--- src/rtl/hs_to_sync_if.sv ---
// Handshake and bus bundle between the 4-phase combine stage, this receiver
// and its clocked downstream consumer.
interface hs_to_sync_if #(
   parameter int WIDTH = 8
);
   logic             r_i;
   logic             a_i;
   logic [WIDTH-1:0] d_i;
   logic [WIDTH-1:0] d_o;
   logic             v_o;
   logic             rdy_i;

   // Environment side: drives the request, data and downstream ready
   modport master (
      output r_i,
      output d_i,
      output rdy_i,
      input  a_i,
      input  d_o,
      input  v_o
   );

   // Receiver side: answers the request and presents the captured data
   modport slave (
      input  r_i,
      input  d_i,
      input  rdy_i,
      output a_i,
      output d_o,
      output v_o
   );
endinterface

--- src/rtl/hs_to_sync.sv ---
// Clocked receiver for a 4-phase bundled-data request from a join/combine
// stage. Synchronises the request, captures the bundled data into a one-entry
// output register, completes the return-to-zero handshake and presents the
// data as valid/ready. Also counts captures and flags withdrawn requests.
module hs_to_sync #(
   parameter int WIDTH = 8,
   parameter int SYNC  = 2,
   parameter int CNTW  = 16
) (
   input  logic            clk,
   input  logic            rst,
   hs_to_sync_if.slave     hs,
   output logic [CNTW-1:0] cnt_o,
   output logic            err_o
);

   localparam logic [0:0] IDLE = 1'b0;
   localparam logic [0:0] ACK  = 1'b1;

   logic [SYNC-1:0]  sync_q;
   logic             rs;
   logic             rs_q;
   logic [0:0]       state;
   logic             ack_q;
   logic             valid_q;
   logic [WIDTH-1:0] data_q;
   logic [CNTW-1:0]  cnt_q;
   logic             err_q;
   logic             free;

   assign rs   = sync_q[SYNC-1];
   assign free = ~valid_q | hs.rdy_i;

   assign hs.a_i = ack_q;
   assign hs.v_o = valid_q;
   assign hs.d_o = data_q;
   assign cnt_o  = cnt_q;
   assign err_o  = err_q;

   // Bring the asynchronous request into the clock domain and keep one extra
   // delayed copy so a withdrawn request can be told apart from an idle line
   always_ff @(posedge clk or negedge rst) begin
      if (!rst) begin
         sync_q <= '0;
         rs_q   <= 1'b0;
      end else begin
         sync_q <= {sync_q[SYNC-2:0], hs.r_i};
         rs_q   <= rs;
      end
   end

   // Handshake FSM plus the output register; a capture in the same cycle as a
   // drain overrides the drain so v_o stays high with the new data
   always_ff @(posedge clk or negedge rst) begin
      if (!rst) begin
         state   <= IDLE;
         ack_q   <= 1'b0;
         valid_q <= 1'b0;
         data_q  <= '0;
         cnt_q   <= '0;
         err_q   <= 1'b0;
      end else begin
         if (valid_q && hs.rdy_i) begin
            valid_q <= 1'b0;
         end
         case (state)
            IDLE: begin
               if (rs && free) begin
                  data_q  <= hs.d_i;
                  valid_q <= 1'b1;
                  cnt_q   <= cnt_q + {{(CNTW-1){1'b0}}, 1'b1};
                  ack_q   <= 1'b1;
                  state   <= ACK;
               end else if (!rs && rs_q) begin
                  err_q <= 1'b1;
               end
            end
            ACK: begin
               if (!rs) begin
                  ack_q <= 1'b0;
                  state <= IDLE;
               end
            end
            default: begin
               ack_q <= 1'b0;
               state <= IDLE;
            end
         endcase
      end
   end

endmodule

--- src/flat_wrapper.sv ---
// flat-port wrapper written by rule: the top's interface ports become plain ports
module hs_to_sync_flat 
#(
   parameter int WIDTH = 8,
   parameter int SYNC  = 2,
   parameter int CNTW  = 16
)
  (clk, rst, cnt_o, err_o, hs_r_i, hs_d_i, hs_rdy_i, hs_a_i, hs_d_o, hs_v_o);
  hs_to_sync_if #(.WIDTH(WIDTH)) hs_i ();
  input  logic clk;
  input  logic rst;
  output logic [CNTW-1:0] cnt_o;
  output logic err_o;
  input wire logic [$bits(hs_i.r_i)-1:0] hs_r_i;
  input wire logic [$bits(hs_i.d_i)-1:0] hs_d_i;
  input wire logic [$bits(hs_i.rdy_i)-1:0] hs_rdy_i;
  output wire logic [$bits(hs_i.a_i)-1:0] hs_a_i;
  output wire logic [$bits(hs_i.d_o)-1:0] hs_d_o;
  output wire logic [$bits(hs_i.v_o)-1:0] hs_v_o;
  assign hs_i.r_i = hs_r_i;
  assign hs_i.d_i = hs_d_i;
  assign hs_i.rdy_i = hs_rdy_i;
  assign hs_a_i = hs_i.a_i;
  assign hs_d_o = hs_i.d_o;
  assign hs_v_o = hs_i.v_o;
  hs_to_sync #(.WIDTH(WIDTH), .SYNC(SYNC), .CNTW(CNTW)) u_core (.clk(clk), .rst(rst), .hs(hs_i), .cnt_o(cnt_o), .err_o(err_o));
endmodule
--- config.mk ---
export PLATFORM = sky130hd
export DESIGN_NAME = hs_to_sync_flat
export DESIGN_NICKNAME = d
export VERILOG_FILES = /design/src/rtl/hs_to_sync_if.sv /design/src/rtl/hs_to_sync.sv /design/src/flat_wrapper.sv
export SDC_FILE = /design/constraint.sdc
export NUM_CORES = 1
export LEC_CHECK = 0
export ABC_CLOCK_PERIOD_IN_PS = 2250
export BUFFER_PORTS_ARGS = -buffer_cell sky130_fd_sc_hd__buf_2
export CORE_MARGIN = 4
export CORE_UTILIZATION = 30
export CTS_CLUSTER_DIAMETER = 120
export DETAILED_ROUTE_END_ITERATION = 12
export PLACE_DENSITY_LB_ADDON = 0.1
export SETUP_SLACK_MARGIN = 0.15
export SYNTH_ARGS = -nofsm -noshare
export SYNTH_HDL_FRONTEND = slang
export SYNTH_SLANG_ARGS = --single-unit
--- constraint.sdc ---
create_clock -name clk -period 2.25 [get_ports clk]
set_clock_uncertainty 0.05 [all_clocks]
set_input_delay 0.1125 -clock clk [delete_from_list [all_inputs] [get_ports clk]]
set_output_delay 0.1125 -clock clk [all_outputs]
set_load 0.01 [all_outputs]
Yosys cells after proc, flatten, opt, wreduce, memory -nomap -nowiden

Cells that the tools add are included.

Register bits: 31
Input bits: 12
Output and inout port bits: 27

Add/subtract/negate cells: 1
Eq/ne operators: 2
Mux-type cells: 9
Bitwise gates (word level): 4
Reduce and logical (&&, ||, !) cells: 7

Operator list:

| kind                    | number |
|---|---|
| $add A16 B1 Y16 const B | 1 |
| $mux W1                 | 7 |
| $pmux W1 S2             | 2 |
| $reduce_and A2 Y1       | 2 |
| $logic_and A1 B1 Y1     | 3 |
| $not A1 Y1              | 3 |
| $reduce_and A3 Y1       | 1 |
| $ne A2 B1 Y1 const B    | 1 |
| $ne A2 B2 Y1 const B    | 1 |
| $logic_not A1 Y1        | 1 |
| $or A1 B1 Y1            | 1 |

Logic depth before layout (Yosys ltp)

Depth after elaboration: 5
Mapped depth: 5
Gate-level depth less buffers: 4

Worst setup path after synthesis

Ideal clock, no wire load.

Path type: reg-to-reg
From: reg u_core.valid_q (netlist: u_core.hs.v_o)
To: reg u_core.data_q[2] (netlist: u_core.hs.d_o[2])
Setup time: 0.125 ns
Arrival time: 1.286 ns
Setup slack: 0.789 ns
Cell stages (with the launch flop): 5
Buffers on the path: 1
Clock period less this slack: 1.461 ns
Cell sequence: dfrtp_1 > nor2b_1 > nor2_2 > buf_2 > mux2_2

Cells in the longest elaborated chain, start to end: 4

Ends and longest elaborated chain:

| item                               | RTL line         | RTL |
|---|---|---|
| from (decl)                        | hs_to_sync.sv:25 | `logic valid_q;` |
| from (signal assigned)             | hs_to_sync.sv:58 | `valid_q <= 1'b0;` |
| from (signal assigned)             | hs_to_sync.sv:64 | `valid_q <= 1'b0;` |
| from (signal assigned)             | hs_to_sync.sv:70 | `valid_q <= 1'b1;` |
| $not A1 Y1                         | hs_to_sync.sv:32 | `assign free = ~valid_q \| hs.rdy_i;` |
| $or A1 B1 Y1                       | hs_to_sync.sv:32 |  |
| $logic_and A1 B1 Y1                | hs_to_sync.sv:68 | `if (rs && free) begin` |
| $reduce_and A2 Y1 (no source line) | -                |  |
| to (signal assigned)               | hs_to_sync.sv:69 | `data_q <= hs.d_i;` |
| to (decl)                          | hs_to_sync.sv:26 | `logic [WIDTH-1:0] data_q;` |

Every way passes these cells.
A chain may end at the register's enable or synchronous reset.

Final worst setup path

From: reg u_core.state
To: reg u_core.data_q[2] (netlist: u_core.hs.d_o[2])

Cells in the longest elaborated chain, start to end: 2

Ends and longest elaborated chain:

| item                               | RTL line         | RTL |
|---|---|---|
| from (decl)                        | hs_to_sync.sv:23 | `logic [0:0] state;` |
| from (signal assigned)             | hs_to_sync.sv:56 | `state <= IDLE;` |
| from (signal assigned)             | hs_to_sync.sv:73 | `state <= ACK;` |
| from (signal assigned)             | hs_to_sync.sv:81 | `state <= IDLE;` |
| $not A1 Y1                         | -                |  |
| $reduce_and A2 Y1 (no source line) | -                |  |

Every way passes these cells.

==> impl_results.md <==
* Post-Synthesis Cells at 96
* Most frequent cells after synthesis: dfrtp_1, mux2_2, xnor2_1
* Final Wtd Congestion at between 0.7 and 0.8
* # clock sinks at 31
* Initial antenna violation count at 0
* Pwr Density at 944 nW/um2
* Drt total wl at 2630 um
* Slew Limit Fails at 0
* First-pass GRT wire length at between 4000 and 5000 um
* Clock Latency Late Sink at ~0.28 ns
* Post-route cell area at between 1500 and 2000 um2
* Slew HR at 0.523
* Main flop type after synthesis: dfrtp_1
* Syn. warnings at 0
* Area delta synth->final at 30.9%
* Layout cells sized above 1 at 0.438
* First-pass DRT Iterations at 4
* Num CTS Buffers at 5
* Critical Path Sink Type: flop
* Crit path launch type: flop
* Final Cycle Share at 0.731
* RSZ-0062 raised after global routing: no
* Achievable frequency at 0.608 GHz
* Top cells by area, synth: dfrtp_1, mux2_2, xnor2_1
* Top-count cell post-synth: dfrtp_1
* Worst slew pin tran at 0.715 ns
* # rows at 23
* Placed instance area at 1530 um2
* # setup viols final at 0
* Worst Path Max Fanout at 13
* Yosys reg bits at 31
* DRC at 0
* Mapped Area at ~1300 um2
* CTS HTree Levels at 2
* Largest net degree at the start of global routing at 32
* EDFF count, synth at 0
* Placeable Area at between 4000 and 5000 um2
* Drt wl/cell at approximately 14 um
* Worst setup path class: reg2reg
* Clock Path Buffers at 2
* Synth area leader: dfrtp_1
* Die W at 73.3 um
* Leak pwr at about 0.8 nW
* GRT overflow at 0
* Number of port buffers at 38
* Post-Synth XOR/XNOR Area at 0.103
* Worst setup margin at around 0.6 ns
* TNS Setup at 0 ns
* Detailed Route Iter0 Violations at 17
* Gr usage total at 0.113
* Drt via density at between 4 and 5
* Max capacitance violation total at 0
* Async set or reset register ratio after synthesis at 1.00
* Die ar. at roughly 5400 um2
* Dpl ws at 0.576 ns
* Multiplexer area fraction after synthesis at 0.0792
* Largest family of logic cells by synthesized area: simple AND/OR/NAND/NOR gates
* Worst-path clk slew at about 0.060 ns
* Number of distinct library cells after synthesis at 27
* Clk root buf: clkbuf_8
* Via count at roughly 900
* WP data required at between 2 and 2.5 ns
* Tmin final at roughly 1.6 ns
* VDD IR-drop max at 0.421 mV
* HPWL Detailed at 1920 um
* Net count after synthesis at about 110
* Initial Utilization at 0.315
* Adder-cell share of the synthesized area at 0.00978
* Critical Path AT at around 1.8 ns
* Simple-gate portion of the synthesized area at 0.173
* Final hold violations at 0
* Status: finished clean
* Antenna cells at 0
* Fill count at slightly above 400
* Post-synth top area share at 0.606
* ANT nets after route at 0
* TritonCTS clock tree: yes
* Final net count at ~160
* Post-CTS Resized at 0
* Vert. Die Dim at between 70 and 80 um
* Sequential share of the synthesized area at 0.606
* Synthesized area per cell at between 10 and 15 um2
* Pwr Total at 1.58 mW
* Vias in the first global route at 950
* I/O pins at 39
* Area fraction in compound gates after synthesis at 0.0196
* Worst min path class: in2reg
==> state kept, by name, indices dropped and copies added (netlist names) <==
signal / cells
u_core.hs.d_o: 8
u_core.sync_q: 2
u_core.hs.a_i: 1
u_core.cnt_o: 16
u_core.hs.v_o: 1
u_core.err_o: 1
u_core.rs_q: 1
u_core.state: 1
==> layout by cell type (no fill, tap or decap), types with 2 or more instances in the layout <==
| master | instances |
|---|---|
| nand3_1 | 5 |
| and4_2 | 2 |
| nand2_1 | 7 |
| dlygate4sd3_1 | 3 |
| nor3_1 | 2 |
| inv_1 | 2 |
| xnor2_1 | 8 |
| clkbuf_8 | 6 |
| buf_2 | 38 |
| nand4_1 | 2 |
| xor2_1 | 7 |
| dfrtp_1 | 31 |
| nor2_1 | 4 |
| mux2_2 | 9 |
| o21ai_0 | 2 |
==> layer usage <==
layer	wire length (um)	global-route usage	vias up	part of all wire
li1	-	-	427	-
met1	1090	0.127	416	0.41
met2	1240	0.182	31	0.47
met3	256	0.0534	4	0.097
met4	44	0.0483	0	0.017
met5	0	0	-	0
==> worst max-delay path, stage by stage (launching register included) <==
cell,delay [ns]
dfrtp_1,0.40
nand2b_1,0.19
nor2_2,0.48
mux2_2,0.40
==> power by group <==
group          switching (mW)  internal [mW]
logic                   0.147          0.142
clock network           0.202          0.358
registers              0.0874          0.645
==> logic make-up (layout without fill, tap and decap cells) <==
family | Yosys count | count (layout)
buffers and inverters | 3 | 51
XOR/XNOR | 15 | 15
adder cells (fa/ha/maj) | 1 | 1
flip-flops | 31 | 31
multiplexers | 9 | 9
AO/OA/AOI/OAI | 4 | 4
AND/OR/NAND/NOR | 33 | 33
==> per-stage QoR <==
stage	hold slack (ns)	cells	util
3_3_place_gp	0.155	183	0.377
3_5_place_dp	0.162	183	0.377
5_1_grt	0.00118	194	0.413
4_1_cts	0.00331	194	0.413
6_report	0.0165	194	0.413
2_1_floorplan	-0.233	96	-
==> final cells by class <==
type	instances	area (um2)	share of cell area
inverter	2	7.51	0.00448
clock inverter	2	35.0	0.0209
multi-input combinational	62	492	0.294
tap	50	62.6	0.0373
clock buffer	6	82.6	0.0493
sequential	31	776	0.463
timing repair buffer	41	220	0.131
==> path summary, 6_finish.rpt <==
| check | depth (start not counted) | start | end | slack, ns |
|---|---|---|---|---|
| setup / recovery | 3 | u_core.state$_DFF_PN0_ | u_core.hs.d_o[2]$_DFFE_PN0P_ | 0.60 |
| hold / removal | 2 | hs_d_i[0] | u_core.hs.d_o[0]$_DFFE_PN0P_ | 0.02 |
| setup reg to reg | 3 | u_core.state$_DFF_PN0_ | u_core.hs.d_o[2]$_DFFE_PN0P_ | 0.60 |
| hold reg to reg | 0 | u_core.sync_q[0]$_DFF_PN0_ | u_core.sync_q[1]$_DFF_PN0_ | 0.30 |
| max in group asynchronous | 2 | rst | u_core.cnt_o[5]$_DFFE_PN0P_ | 1.31 |
| min in group asynchronous | 2 | rst | u_core.cnt_o[12]$_DFFE_PN0P_ | 0.38 |
==> what timing repair did <==
action                    4_1_cts  5_1_grt
buffers inserted                0        0
hold endpoints to repair       33        0
hold buffers                    3        0
Note: power is estimated with default switching activity, not from simulation.
